$ cat src/rtl/multicycle_ctrl.sv
// Multi-cycle control FSM for the MIPS-subset datapath: sequences IF/ID/EXE/MEM/WB,
// drives the datapath strobes and counts retired instructions (one PCWre pulse each).
`timescale 1ns/1ps
module multicycle_ctrl #(
    parameter int          CNT_W   = 32,
    parameter logic [5:0]  HALT_OP = 6'b111111
) (
    input  logic             CLK,
    input  logic             Reset,
    input  logic [5:0]       op,
    input  logic [5:0]       funct,
    input  logic             zero,
    input  logic             mem_ready,
    output logic             PCWre,
    output logic [1:0]       PCSrc,
    output logic             IRWre,
    output logic             InsMemRW,
    output logic             mRD,
    output logic             mWR,
    output logic             RegWre,
    output logic             RegDst,
    output logic             ALUSrcB,
    output logic             ExtSel,
    output logic             DBDataSrc,
    output logic [2:0]       ALUOp,
    output logic [3:0]       state,
    output logic             halted,
    output logic             illegal_op,
    output logic [CNT_W-1:0] retired
);
    localparam logic [3:0] S_IF     = 4'd0;
    localparam logic [3:0] S_ID     = 4'd1;
    localparam logic [3:0] S_EXE_LS = 4'd2;
    localparam logic [3:0] S_MEM    = 4'd3;
    localparam logic [3:0] S_WB_LD  = 4'd4;
    localparam logic [3:0] S_EXE_BR = 4'd5;
    localparam logic [3:0] S_EXE_AL = 4'd6;
    localparam logic [3:0] S_WB_AL  = 4'd7;
    localparam logic [3:0] S_HALT   = 4'd8;

    localparam logic [5:0] OP_R    = 6'b000000;
    localparam logic [5:0] OP_ADDI = 6'b001000;
    localparam logic [5:0] OP_ORI  = 6'b001101;
    localparam logic [5:0] OP_LW   = 6'b100011;
    localparam logic [5:0] OP_SW   = 6'b101011;
    localparam logic [5:0] OP_BEQ  = 6'b000100;
    localparam logic [5:0] OP_J    = 6'b000010;

    logic [3:0]       state_reg, state_next;
    logic             illegal_reg, illegal_set;
    logic [CNT_W-1:0] retired_reg;
    logic             is_r, is_addi, is_ori, is_lw, is_sw, is_beq, is_j, is_halt;
    logic             funct_ok;
    logic [2:0]       r_aluop;

    assign is_r    = (op == OP_R);
    assign is_addi = (op == OP_ADDI);
    assign is_ori  = (op == OP_ORI);
    assign is_lw   = (op == OP_LW);
    assign is_sw   = (op == OP_SW);
    assign is_beq  = (op == OP_BEQ);
    assign is_j    = (op == OP_J);
    assign is_halt = (op == HALT_OP);

    always_comb begin
        funct_ok = 1'b1;
        r_aluop  = 3'b000;
        case (funct)
            6'b100000: r_aluop = 3'b000;
            6'b100010: r_aluop = 3'b001;
            6'b100100: r_aluop = 3'b010;
            6'b100101: r_aluop = 3'b011;
            6'b101010: r_aluop = 3'b100;
            default:   funct_ok = 1'b0;
        endcase
    end

    always_comb begin
        PCWre       = 1'b0;
        PCSrc       = 2'b00;
        IRWre       = 1'b0;
        InsMemRW    = 1'b0;
        mRD         = 1'b0;
        mWR         = 1'b0;
        RegWre      = 1'b0;
        RegDst      = 1'b0;
        ALUSrcB     = 1'b0;
        ExtSel      = 1'b0;
        DBDataSrc   = 1'b0;
        ALUOp       = 3'b000;
        illegal_set = 1'b0;
        state_next  = state_reg;
        case (state_reg)
            S_IF: begin
                InsMemRW = 1'b1;
                IRWre    = mem_ready;
                if (mem_ready) state_next = S_ID;
            end
            S_ID: begin
                if (is_j) begin
                    PCWre      = 1'b1;
                    PCSrc      = 2'b10;
                    state_next = S_IF;
                end else if (is_beq) begin
                    state_next = S_EXE_BR;
                end else if (is_lw || is_sw) begin
                    state_next = S_EXE_LS;
                end else if ((is_r && funct_ok) || is_addi || is_ori) begin
                    state_next = S_EXE_AL;
                end else if (is_halt) begin
                    state_next = S_HALT;
                end else begin
                    state_next  = S_HALT;
                    illegal_set = 1'b1;
                end
            end
            S_EXE_AL: begin
                ALUSrcB    = is_addi || is_ori;
                ExtSel     = is_addi;
                ALUOp      = is_r ? r_aluop : (is_ori ? 3'b011 : 3'b000);
                state_next = S_WB_AL;
            end
            S_WB_AL: begin
                RegWre     = 1'b1;
                RegDst     = is_r;
                PCWre      = 1'b1;
                state_next = S_IF;
            end
            S_EXE_BR: begin
                ALUOp      = 3'b001;
                PCWre      = 1'b1;
                PCSrc      = zero ? 2'b01 : 2'b00;
                ExtSel     = 1'b1;
                state_next = S_IF;
            end
            S_EXE_LS: begin
                ALUSrcB    = 1'b1;
                ExtSel     = 1'b1;
                state_next = S_MEM;
            end
            S_MEM: begin
                mRD = !is_sw;
                mWR = is_sw;
                if (mem_ready) begin
                    if (is_sw) begin
                        PCWre      = 1'b1;
                        state_next = S_IF;
                    end else begin
                        state_next = S_WB_LD;
                    end
                end
            end
            S_WB_LD: begin
                RegWre     = 1'b1;
                DBDataSrc  = 1'b1;
                PCWre      = 1'b1;
                state_next = S_IF;
            end
            S_HALT:  state_next = S_HALT;
            default: state_next = S_IF;
        endcase
        // Reset silences every strobe in the cycle it is asserted, whatever the state.
        if (Reset) begin
            PCWre       = 1'b0;
            PCSrc       = 2'b00;
            IRWre       = 1'b0;
            InsMemRW    = 1'b0;
            mRD         = 1'b0;
            mWR         = 1'b0;
            RegWre      = 1'b0;
            RegDst      = 1'b0;
            ALUSrcB     = 1'b0;
            ExtSel      = 1'b0;
            DBDataSrc   = 1'b0;
            ALUOp       = 3'b000;
            illegal_set = 1'b0;
        end
    end

    always_ff @(posedge CLK) begin
        if (Reset) begin
            state_reg   <= S_IF;
            illegal_reg <= 1'b0;
            retired_reg <= '0;
        end else begin
            state_reg <= state_next;
            if (illegal_set) illegal_reg <= 1'b1;
            if (PCWre) retired_reg <= retired_reg + 1'b1;
        end
    end

    assign state      = state_reg;
    assign halted     = (state_reg == S_HALT);
    assign illegal_op = illegal_reg;
    assign retired    = retired_reg;
endmodule

$ cat config.mk
export PLATFORM = sky130hd
export DESIGN_NAME = multicycle_ctrl
export DESIGN_NICKNAME = d
export VERILOG_FILES = /design/src/rtl/multicycle_ctrl.sv
export SDC_FILE = /design/constraint.sdc
export NUM_CORES = 1
export LEC_CHECK = 0
export ABC_AREA = 1
export CORE_UTILIZATION = 45
export DETAILED_ROUTE_END_ITERATION = 7
export MAX_ROUTING_LAYER = met4
export PLACE_DENSITY_LB_ADDON = 0.25
export SYNTH_ARGS = -nofsm -noshare
export SYNTH_HDL_FRONTEND = slang
export SYNTH_SLANG_ARGS = --single-unit
$ cat constraint.sdc
create_clock -name CLK -period 2 [get_ports CLK]
set_input_delay 0.6 -clock CLK [delete_from_list [all_inputs] [get_ports CLK]]
set_output_delay 0.6 -clock CLK [all_outputs]
set_load 0.03 [all_outputs]
; ---- After elaboration in Yosys (flattened, before gate mapping)
; Index checks and enable logic that the tools add are counted.
[classes]
n_addsub = 1
eq_ne = 22
n_mux = 48
n_reduce_logical = 13
[op_table]
columns = operator, n
row1 = "6-bit equality test, second input constant", 8
row2 = "32-bit by 1-bit adder with 32-bit output, second input constant", 1
row3 = 1-bit two-way mux, 29
row4 = 4-bit two-way mux, 6
row5 = 4-bit case mux with 6 select lines, 1
row6 = "4-bit by 3-bit equality test with 1-bit output, second input constant", 4
row7 = "6-bit by 4-bit equality test with 1-bit output, second input constant", 2
row8 = 3-bit case mux with 4 select lines, 1
row9 = 3-bit two-way mux, 3
row10 = "4-bit by 2-bit equality test with 1-bit output, second input constant", 2
row11 = "6-bit by 2-bit equality test with 1-bit output, second input constant", 1
row12 = "6-bit by 3-bit equality test with 1-bit output, second input constant", 1
row13 = 6-bit zero test, 1
row14 = 2-bit two-way mux, 3
row15 = 3-bit case mux with 2 select lines, 1
row16 = 5-bit OR reduction, 1
row17 = "4-bit by 1-bit equality test with 1-bit output, second input constant", 1
row18 = "4-bit equality test, second input constant", 1
row19 = 4-bit zero test, 1
row20 = 1-bit logical OR, 4
row21 = "2-bit inequality test, second input constant", 2
row22 = 1-bit case mux with 2 select lines, 2
row23 = 2-bit case mux with 2 select lines, 1
row24 = 2-bit OR reduction, 2
row25 = 5 further kinds, 5
[word_totals]
reg_bits = 37
in_bits = 16
output_inout_bits = 53

; ---- Depth between registers and ports, before layout
[depth]
ltp_word = 12
mapped_depth = 11
mapped_depth_nobuf = 11

; ---- Worst setup path before layout
; Ideal clock, no wire load.
[synth_timing]
path_type = input to output
start = input op[0]
end = output RegDst
arrival_ns = 1.892
required_ns = 1.400
slack_ns = -0.492
path_stages = 3
cell_sequence = nor2_1 -> nand3_1 -> nor4_1
[synth_via]
elab_chain_cells = 3
[synth_lines]
columns = item, line_no
row1 = start: declaration, 10  ; input logic [5:0] op,
row2 = 6-bit zero test, 56  ; assign is_r = (op == OP_R);
row3 = 1-bit two-way mux, 93  ; case (state_reg)
row4 = 1-bit two-way mux, 163  ; if (Reset) begin
row5 = end: declaration, 21  ; output logic RegDst,
; No other way between the ends.

; ---- Worst setup path after layout
[layout_timing]
start = input op[5]
end = output PCWre
[layout_via]
elab_chain_cells = 5
word_cells_on_any_way = 7
cone_classes = 2 x eq/ne / 5 x mux
[layout_lines]
columns = item, line_no
row1 = 6-bit equality test, 60  ; assign is_sw = (op == OP_SW);
row2 = 1-bit two-way mux, 145  ; if (is_sw) begin
row3 = 1-bit two-way mux, 144  ; if (mem_ready) begin
row4 = 1-bit case mux with 3 select lines *, 93
row5 = 1-bit two-way mux *, 163
row6 = end: declaration, 14  ; output logic PCWre,
; Every way passes the cells marked *; elsewhere a longest branch is shown, timed or not.

==> qor.json <==
{
  "status": "complete, but fails checks",
  "failed_checks": "setup timing",
  "power.clock.fraction_pct": 40.6,
  "antenna_cells_inserted": 0,
  "grt_pass1_vias": 3113,
  "synth.net_count": 493,
  "grt_use_total_pct": 32.05,
  "nNetsFinal": 613,
  "seq_power_share_pct": 40.1,
  "netlist_area_um2": 2689,
  "worst_ep_required_time_ps": 1400,
  "cts-htree-levels": 2,
  "minimum_setup_slack_in_the_final_design_ps": -156.3,
  "synth_edf_count": 0,
  "p_per_area_nw_per_um2": 449.7,
  "syn_avg_cell_area_um2": 5.649,
  "drive_gt1_share_pct": 28.31,
  "worst_clock_skew_ps": 7.666,
  "maxSlewHeadroom_pct": 75.43,
  "fp.dieArea_um2": 6288,
  "internal-power_mw": 1.390,
  "max_freq_mhz": 463.8,
  "timing_worst_slew_pin_value_ps": 367.2,
  "synth.ff_latch_count": 37,
  "crit_arrival_ps": 1560,
  "drc_errors": 0,
  "initial_utilization_pct": 47.66,
  "switching_share_pct": 27.75,
  "wl_per_cell_um": 14.13,
  "final_hold_viol_count": 0,
  "grt_antenna_before_repair": 0,
  "avgViaCountPerCell": 5.139,
  "fp-row-count": 27,
  "die_h_um": 79.30,
  "ys_seq_area_share_pct": 27.55,
  "ys_dominant_reg_cell": "sky130_fd_sc_hd__dfxtp_1",
  "pin_count": 69,
  "core_um2": 5642,
  "crit_path_end_kind": "output port",
  "detailedPlacementHpwl_um": 6927,
  "final.period_utilization_pct": 107.8,
  "timing.hold.worst.class": "reg -> reg",
  "clkSinkCount": 37,
  "layout.cell_area.non_filler_um2": 4278,
  "filler_cell_count": 450,
  "setup_total_negative_slack_ps": -1112,
  "place_congestion": 0.9733,
  "sum_of_routed_wire_length_over_all_layers_um": 9450,
  "worst_voltage_drop_across_the_vdd_grid_uv": 404.8,
  "die_x_um": 79.30,
  "mostFrequentLayoutCells": "sky130_fd_sc_hd__nand2_1, sky130_fd_sc_hd__nor2_1, sky130_fd_sc_hd__buf_4",
  "max_cap_violations": 0,
  "timing.final.setup_violations": 10,
  "power_spent_charging_and_discharging_nets_mw": 0.5339,
  "drt_iter0_markers": 238,
  "critical_path_peak_fanout": 5,
  "maximum_number_of_pins_on_one_net_before_global_route_repair": 27,
  "grt.overflow.total": 0,
  "count_of_distinct_cell_types_in_the_synthesized_netlist": 28,
  "largest_register_ff_count": 32,
  "leakage_power_figure_nw": 1.906,
  "critical_path.startpoint_type": "input port",
  "comb_power_share_pct": 19.3,
  "layout.cells.most_common": "sky130_fd_sc_hd__nand2_1",
  "final-instance-count-excl-fill": 669,
  "via_count": 3438,
  "detailedRoute.firstPassIterationCount": 5,
  "synth_cells": 476,
  "grt_setup_unrepaired": "true",
  "cts_made_buffers": 5,
  "syn2layout_area_growth_pct": 59.10,
  "clkTransAtPathRegs_ps": 70,
  "holdBufCountCts": 0,
  "finalMaxSlewViolations": 0,
  "total_power_mw": 1.924,
  "clock_insertion_delay_at_the_later_pin_of_the_skew_report_ps": 300,
  "port_buffers": 68,
  "fin_crit_ps": 2156,
  "cts_max_path_buffers": 2,
  "dp_cells": 653,
  "number_of_nets_still_failing_antenna_checks_after_routing": 0,
  "yosysWarningCount": 0,
  "worst-setup-path-type": "in -> out",
  "tritoncts_clock_tree": "done",
  "cts.root.buffer_cell": "sky130_fd_sc_hd__clkbuf_8",
  "grt_first_pass_wirelength_um": 15270,
  "post_dp_cell_area_um2": 3815,
  "asyncSetResetFlopFracSynth_pct": 0
}
[cell usage after synthesis, drive strengths merged (4+ instances only)]
library cell | count | share of area [%]
nor2 | 94 | 14
nor3 | 8 | 1.5
buf | 5 | 1.5
nand4 | 5 | 1.4
o21ai | 6 | 1.1
a21oi | 32 | 6.0
nand2 | 186 | 27
clkbuf | 4 | 0.56
dfxtp | 37 | 28
nand3b | 11 | 3.1
nand3 | 28 | 5.4
inv | 40 | 5.8
xor2 | 10 | 3.3
[repair_timing]
item,CTS,global route
resized for setup,132,38
pin swaps,24,12
hold endpoints to repair,0,0
setup endpoints to repair,58,23
setup buffers,8,1
[cell type report]
class	count	area, µm²	share of cell area (%)
Timing Repair Buffer	122	1064	24.86
Clock buffer	5	68.82	1.609
Multi-Input combinational cell	388	2074	48.49
Sequential cell	37	748.2	17.49
Tap cell	72	90.09	2.106
Clock inverter	3	65.06	1.521
Inverter	42	167.7	3.919
[critical path, stage by stage]
cell	delay, ps
sky130_fd_sc_hd__buf_8	100
sky130_fd_sc_hd__nor2_4	190
sky130_fd_sc_hd__buf_6	130
sky130_fd_sc_hd__nand3_4	60
sky130_fd_sc_hd__nor2_4	110
sky130_fd_sc_hd__nor2_4	50
sky130_fd_sc_hd__nand2_4	80
sky130_fd_sc_hd__nand2_4	60
sky130_fd_sc_hd__clkinv_4	50
sky130_fd_sc_hd__buf_6	120
[metal layers]
layer | vias up | global-route usage, % | routed length, µm
met2 | 116 | 48.02 | 4196
li1 | 1734 | - | -
met4 | 0 | 6.364 | 79
met5 | - | - | 0
met3 | 9 | 4.368 | 531
met1 | 1579 | 45.78 | 4643
[path summary, 6_finish.rpt]
kind,start,endpoint,slack [ps],cells after the start
setup / recovery,op[5],PCWre,-160,10
hold / removal,illegal_op,illegal_op,460,2
setup reg to reg,state[0],retired[3],280,12
hold reg to reg,illegal_op,illegal_op,460,2
[cells by family after synthesis]
kind of cell,after synthesis,synth area share [%]
xor gates and xnor gates,12,3.909
AOI/OAI and AO/OA,40,7.585
and+or+nand+nor,335,52.35
DFF,37,27.55
buffers and inverters,51,8.143
adders and majority gates,1,0.4653
[power by group through the flow]
stage / sequential, mW / clock, mW / combinational (mW)
after floorplan: 0.798 / 0 / 0.142
final: 0.771 / 0.782 / 0.371
after global placement: 0.778 / 0 / 0.295
after global routing: 0.773 / 0.835 / 0.392
after detailed placement: 0.778 / 0 / 0.298
after CTS: 0.766 / 0.788 / 0.334
[per-stage QoR]
step	setup WS [ps]	hold WS (ps)	utilization [%]
floorplan	-79.21	574.8	-
detailed placement	-629.1	447.1	67.62
finish	-156.3	455.3	75.83
global route	-219.5	491.6	75.83
CTS	-180.8	457.4	73.70
global placement	-590.6	438.0	67.62
Note: power is estimated with default switching activity, not from simulation.
